===== src/rtl/alu_pkg.sv =====
// alu_pkg: opcodes, mode codes, FSM states and helpers shared by the alu_seq block
package alu_pkg;
    localparam logic [3:0] OP_AND = 4'h0;
    localparam logic [3:0] OP_EOR = 4'h1;
    localparam logic [3:0] OP_SUB = 4'h2;
    localparam logic [3:0] OP_RSB = 4'h3;
    localparam logic [3:0] OP_ADD = 4'h4;
    localparam logic [3:0] OP_ADC = 4'h5;
    localparam logic [3:0] OP_SBC = 4'h6;
    localparam logic [3:0] OP_RSC = 4'h7;
    localparam logic [3:0] OP_TST = 4'h8;
    localparam logic [3:0] OP_TEQ = 4'h9;
    localparam logic [3:0] OP_CMP = 4'hA;
    localparam logic [3:0] OP_CMN = 4'hB;
    localparam logic [3:0] OP_ORR = 4'hC;
    localparam logic [3:0] OP_MOV = 4'hD;
    localparam logic [3:0] OP_BIC = 4'hE;
    localparam logic [3:0] OP_MVN = 4'hF;

    localparam logic [1:0] MODE_ALU = 2'b00;
    localparam logic [1:0] MODE_MUL = 2'b01;
    localparam logic [1:0] MODE_MLA = 2'b10;

    typedef enum logic {S_IDLE, S_MULT} state_e;

    // TST/TEQ/CMP/CMN only produce flags, no writeback
    function automatic logic is_test(input logic [3:0] op);
        return op[3:2] == 2'b10;
    endfunction
endpackage


===== src/rtl/alu_addsub.sv =====
// alu_addsub: WIDTH+1-bit adder computing x + (inv_y ? ~y : y) + cin with carry and overflow
// Ports: x_i, y_i operands; inv_y_i inverts y for subtraction; cin_i carry-in;
//        sum_o result; c_o carry-out (NOT borrow when subtracting); v_o signed overflow
module alu_addsub #(
    parameter int WIDTH = 32
) (
    input  logic [WIDTH-1:0] x_i,
    input  logic [WIDTH-1:0] y_i,
    input  logic             inv_y_i,
    input  logic             cin_i,
    output logic [WIDTH-1:0] sum_o,
    output logic             c_o,
    output logic             v_o
);
    logic [WIDTH-1:0] y_eff;
    assign y_eff = inv_y_i ? ~y_i : y_i;
    assign {c_o, sum_o} = {1'b0, x_i} + {1'b0, y_eff} + {{WIDTH{1'b0}}, cin_i};
    assign v_o = (x_i[WIDTH-1] == y_eff[WIDTH-1]) && (sum_o[WIDTH-1] != x_i[WIDTH-1]);
endmodule


===== src/rtl/alu_seq.sv =====
// alu_seq: registered ARM data-processing ALU with NZCV register and iterative MUL/MLA
// Ports: clk, rst (sync, active-high); in_valid/in_ready request handshake;
//        mode, alu_op, s_bit, a, b, acc, shift_cout operation inputs;
//        out_valid completion pulse; wr_en writeback enable; f result; nzcv flag register
module alu_seq
    import alu_pkg::*;
#(
    parameter int WIDTH     = 32,
    parameter int MUL_CNT_W = $clog2(WIDTH)
) (
    input  logic             clk,
    input  logic             rst,
    input  logic             in_valid,
    output logic             in_ready,
    input  logic [1:0]       mode,
    input  logic [3:0]       alu_op,
    input  logic             s_bit,
    input  logic [WIDTH-1:0] a,
    input  logic [WIDTH-1:0] b,
    input  logic [WIDTH-1:0] acc,
    input  logic             shift_cout,
    output logic             out_valid,
    output logic             wr_en,
    output logic [WIDTH-1:0] f,
    output logic [3:0]       nzcv
);
    state_e                 state_q, state_d;
    logic [MUL_CNT_W-1:0]   cnt_q, cnt_d;
    logic [WIDTH-1:0]       mcand_q, mcand_d, mplier_q, mplier_d, psum_q, psum_d, f_q, f_d;
    logic                   s_q, s_d, wr_en_q, wr_en_d, out_valid_q, out_valid_d;
    logic [3:0]             nzcv_q, nzcv_d;
    logic                   mult, swap, arith, is_mul, add_inv, add_cin, add_c, add_v;
    logic [WIDTH-1:0]       add_x, add_y, sum, logic_f, alu_f;

    assign mult   = state_q == S_MULT;
    assign is_mul = mode == MODE_MUL || mode == MODE_MLA;
    assign swap   = alu_op inside {OP_RSB, OP_RSC};
    assign arith  = alu_op inside {OP_SUB, OP_RSB, OP_ADD, OP_ADC, OP_SBC, OP_RSC, OP_CMP, OP_CMN};

    // The single adder serves the ALU while idle and accumulates partial products while multiplying
    assign add_x   = mult ? psum_q : (swap ? b : a);
    assign add_y   = mult ? (mplier_q[0] ? mcand_q : '0) : (swap ? a : b);
    assign add_inv = !mult && (alu_op inside {OP_SUB, OP_RSB, OP_SBC, OP_RSC, OP_CMP});
    assign add_cin = !mult && ((alu_op inside {OP_ADC, OP_SBC, OP_RSC}) ? nzcv_q[1]
                                                                       : (alu_op inside {OP_SUB, OP_RSB, OP_CMP}));

    alu_addsub #(.WIDTH(WIDTH)) u_addsub (
        .x_i    (add_x),
        .y_i    (add_y),
        .inv_y_i(add_inv),
        .cin_i  (add_cin),
        .sum_o  (sum),
        .c_o    (add_c),
        .v_o    (add_v)
    );

    always_comb begin
        logic_f = a & b;
        case (alu_op)
            OP_EOR, OP_TEQ: logic_f = a ^ b;
            OP_ORR:         logic_f = a | b;
            OP_MOV:         logic_f = b;
            OP_BIC:         logic_f = a & ~b;
            OP_MVN:         logic_f = ~b;
            default:        ;
        endcase
    end

    assign alu_f = arith ? sum : logic_f;

    always_comb begin
        state_d     = state_q;
        cnt_d       = cnt_q;
        mcand_d     = mcand_q;
        mplier_d    = mplier_q;
        psum_d      = psum_q;
        s_d         = s_q;
        f_d         = f_q;
        wr_en_d     = wr_en_q;
        nzcv_d      = nzcv_q;
        out_valid_d = 1'b0;
        if (mult) begin
            psum_d   = sum;
            mcand_d  = mcand_q << 1;
            mplier_d = mplier_q >> 1;
            cnt_d    = cnt_q + MUL_CNT_W'(1);
            if (cnt_q == MUL_CNT_W'(WIDTH - 1)) begin
                state_d     = S_IDLE;
                cnt_d       = '0;
                f_d         = sum;
                wr_en_d     = 1'b1;
                out_valid_d = 1'b1;
                if (s_q) nzcv_d[3:2] = {sum[WIDTH-1], sum == '0};
            end
        end else if (in_valid) begin
            if (is_mul) begin
                state_d  = S_MULT;
                cnt_d    = '0;
                mcand_d  = a;
                mplier_d = b;
                psum_d   = (mode == MODE_MLA) ? acc : '0;
                s_d      = s_bit;
            end else begin
                f_d         = alu_f;
                wr_en_d     = !is_test(alu_op);
                out_valid_d = 1'b1;
                if (s_bit) nzcv_d = {alu_f[WIDTH-1], alu_f == '0, arith ? add_c : shift_cout,
                                     arith ? add_v : nzcv_q[0]};
            end
        end
    end

    always_ff @(posedge clk) begin
        if (rst) begin
            state_q     <= S_IDLE;
            cnt_q       <= '0;
            mcand_q     <= '0;
            mplier_q    <= '0;
            psum_q      <= '0;
            s_q         <= 1'b0;
            f_q         <= '0;
            wr_en_q     <= 1'b0;
            nzcv_q      <= '0;
            out_valid_q <= 1'b0;
        end else begin
            state_q     <= state_d;
            cnt_q       <= cnt_d;
            mcand_q     <= mcand_d;
            mplier_q    <= mplier_d;
            psum_q      <= psum_d;
            s_q         <= s_d;
            f_q         <= f_d;
            wr_en_q     <= wr_en_d;
            nzcv_q      <= nzcv_d;
            out_valid_q <= out_valid_d;
        end
    end

    assign in_ready  = !mult;
    assign out_valid = out_valid_q;
    assign wr_en     = wr_en_q;
    assign f         = f_q;
    assign nzcv      = nzcv_q;
endmodule


===== config.mk =====
export PLATFORM = sky130hd
export DESIGN_NAME = alu_seq
export DESIGN_NICKNAME = d
export VERILOG_FILES = /design/src/rtl/alu_pkg.sv /design/src/rtl/alu_addsub.sv /design/src/rtl/alu_seq.sv
export SDC_FILE = /design/constraint.sdc
export NUM_CORES = 1
export LEC_CHECK = 0
export BUFFER_PORTS_ARGS = -buffer_cell sky130_fd_sc_hd__buf_4
export CAP_MARGIN = 20
export CORE_UTILIZATION = 40
export CTS_BUF_LIST = sky130_fd_sc_hd__clkbuf_4 sky130_fd_sc_hd__clkbuf_8
export CTS_CLUSTER_SIZE = 10
export DETAILED_ROUTE_END_ITERATION = 8
export PLACE_DENSITY_LB_ADDON = 0.05
export REMOVE_ABC_BUFFERS = 1
export SKIP_CTS_REPAIR_TIMING = 1
export SLEW_MARGIN = 20
export SYNTH_ARGS = -nofsm -noshare
export SYNTH_HDL_FRONTEND = slang
export SYNTH_HIERARCHICAL = 1
export SYNTH_SLANG_ARGS = --single-unit

===== constraint.sdc =====
create_clock -name clk -period 8.3 [get_ports clk]
set_input_delay 1.66 -clock clk [delete_from_list [all_inputs] [get_ports clk]]
set_output_delay 1.66 -clock clk [all_outputs]
set_load 0.02 [all_outputs]

==> flow_metrics.tcl <==
set metrics [dict create \
    yosys.area.top_type "dfxtp_1" \
    drv_slew 0 \
    cts_tree "built" \
    seqPwrFrac_pct 29.6 \
    post-route-util_pct 45.9 \
    use_met2_pct 49.1 \
    slowest_stage "or4_1" \
    drive_gt1_share_pct 11.9 \
    n_antenna_cell 0 \
    use_met3_pct 4.58 \
    placementRows 64 \
    multi_input_area_um2 8650 \
    grt_util_met1_pct 42.5 \
    tightest_slew_ps 1100 \
    cp.required_ps 8740 \
    cts_root_buf "clkbuf_8" \
    fmax_mhz 141 \
    ys_ff_latch 141 \
    worstHoldStart "f[22]" \
    grt_usage_pct 30.9 \
    r2r_slack_ps 1720 \
    grt_remaining_overflow 0 \
    drtIter0Drc 1347 \
    wl_per_cell_um 21.3 \
    synth_edf_count 0 \
    cts.clk_slew.worst_paths_ps 100 \
    fill_cells 3265 \
    clock-sinks 141 \
    core_area_um2 30500 \
    worst_r2r_path_depth 18 \
    leakagePower_nw 5.88 \
    netlist_top_cells_area "dfxtp_1, a21oi_1, nand2_1, nor2_1, ha_1" \
    grt_pass1_vias 12400 \
    violations "DRC" \
    viasPerCell 5.89 \
    io_buffer_count 145 \
    grt_pass1_wl_um 74000 \
    drc 1 \
    slowest_delay_ps 560 \
    syn_area_um2 12400 \
    critPathTopFamily "simple AND/OR/NAND/NOR gates" \
    netSwitchingFraction_pct 44.9 \
    setup_viol 0 \
    syn2layout_area_growth_pct 12.9 \
    hold_depth 2 \
    cts_buffers 17 \
    pin_count 146 \
    hold_ws_ps 457 \
    async_flop_share_pct 0 \
    grt_max_degree 89 \
    path_buf_inv 2 \
    start_util_pct 40.6 \
    syn_inst 1869 \
    clock_path_buffers 2 \
    grt_antenna_before_repair 1 \
    arrival_ps 7510 \
    internal_power_mw 1.45 \
    rsz0062_at_grt "false" \
    p_switching_mw 1.18 \
    place.gp.congestion 0.971 \
    period_needed_ps 7080 \
    crit_fanout 48 \
    ir_worst_vdd_v 0.000108 \
    dr.pass1.iters 8 \
    nNetsFinal 2082 \
    antenna_left 0 \
    h-tree-depth 4 \
    crit_type "in -> reg" \
    die_w_um 178 \
    syn_area_per_cell_um2 6.63 \
    dr_total_vias 13600 \
    die_h_um 178 \
    grt-busiest-layer "met2" \
    hpwlAfterDp_um 35500 \
    critPathCaptureType "flop" \
    powerDensity_nw_per_um2 188 \
    period_share_pct 85.3 \
    r2r-end "nzcv[2]" \
    outcome "finished, violations left" \
    max_cap_viol_count 0 \
    ys.flop_type "dfxtp_1" \
    worst_skew_pair.late_latency_ps 530 \
    yosys_warnings 6 \
    yosysTopAreaCellShare_pct 22.8 \
    worstPathCellList "buf_4 -> nand2_1 -> or2_4 -> buf_4 -> nor2_1 -> a21oi_1 -> o21ai_0 -> xor2_1 -> ha_1 -> nand2_1 -> nor2_1 -> o211ai_2 -> a21oi_1 -> a21oi_1 -> o21ai_1 -> xor2_1 -> a32oi_1 -> o221ai_1 -> or4_1 -> or4_1 -> or4_1 -> o41ai_2" \
    seq_area_um2 2830 \
    yosysUniqueCellTypes 75 \
    final_common_cell "a21oi_1" \
    ys_seq_area_share_pct 22.8 \
    hold_path_end "f[22]" \
    hold_path_class "reg -> reg" \
    p_clk_share_pct 22.6 \
    hold_viol 0 \
    timing.rr.start "mult" \
    routed_wl_um 49300 \
    cp-start-kind "primary input" \
    tns_ps 0 \
    finClkSkew_ps 22.0 \
    comb_power_share_pct 47.8 \
    slew_headroom_pct 26.6 \
    power_mw 2.64 \
    dieArea_um2 31700 \
    layout_common_cells "a21oi_1, nand2_1, nor2_1" \
]
-- stage by stage --
step	setup WS (ps)	cells	instance area, um2
2_1_floorplan	-5480	1714	11700
3_3_place_gp	1060	2283	13600
3_5_place_dp	868	2283	13600
4_1_cts	1390	2315	14000
5_1_grt	894	2316	14000
6_report	1220	2316	14000
-- synth_stat cells, drive strengths merged, types with 16 or more instances --
master  count
xnor2      31
buf        38
clkbuf    117
a21oi     283
ha         66
nor3       32
o21ai     111
nand2     278
and3       17
nand3      83
nor2      237
a21o       16
inv        80
xor2       52
a211oi     19
dfxtp     141
o211ai     20
a311oi     21
-- cell type report --
class                   instances  share of cell area [%]
multi-input cells            1492                    61.9
clock buffers                  18                    1.77
well taps                     396                    3.54
repair buffers                174                    9.43
flip-flops and latches        141                    20.2
inverters                      81                    2.17
clock inverters                14                    1.02
-- logic make-up after synthesis --
| logic type | share of synthesized area [%] |
|---|---|
| AO/OA/AOI/OAI | 28.5 |
| XOR/XNOR | 5.86 |
| adder cells (fa/ha/maj) | 6.98 |
| buffers and inverters | 7.71 |
| flip-flops | 22.8 |
| multiplexers | 0.979 |
| AND/OR/NAND/NOR | 27.2 |
-- worst max-delay path by stage --
| stage | start | end | cells past startpoint |
|---|---|---|---|
| 2_1_floorplan | mult | nzcv[2] | 17 |
| 3_3_place_gp | alu_op[0] | nzcv[2] | 22 |
| 3_5_place_dp | alu_op[0] | nzcv[2] | 21 |
| 4_1_cts | alu_op[0] | nzcv[2] | 21 |
| 5_1_grt | alu_op[0] | nzcv[2] | 22 |
| 6_report | alu_op[0] | nzcv[2] | 22 |
-- worst register-to-register path, cell delays in order (launching register included) --
cell,delay [ps]
dfxtp_4,910
buf_4,800
buf_4,660
nand2_1,130
o21ai_0,140
ha_1,360
nand4_1,210
nor4_1,380
a21oi_1,110
nand3_1,100
a21oi_1,100
o21ai_1,280
xor2_1,180
a32oi_1,210
o221ai_1,220
or4_1,560
or4_1,410
or4_1,420
o41ai_2,310
-- per-layer routing --
layer | share of wire [%] | vias up
met4 | 2.5 | 2
met3 | 5.9 | 67
li1 | - | 6632
met2 | 45 | 467
met5 | 0.018 | -
met1 | 46 | 6463
-- power by group through the flow --
stage	sequential [mW]	combinational (mW)	clock (mW)
after floorplan	0.823	0.755	0
after global placement	0.796	1.24	0
after detailed placement	0.797	1.23	0
after CTS	0.781	1.24	0.607
after global routing	0.789	1.36	0.634
final	0.781	1.26	0.595
-- flip-flops by register name, summed over array words and instances, names as in the netlist --
signal     flops
f             32
mcand_q       32
mplier_q      32
psum_q        32
cnt_q          5
nzcv           4
mult           1
out_valid      1
s_q            1
wr_en          1
Note: power is estimated with default switching activity, not from simulation.
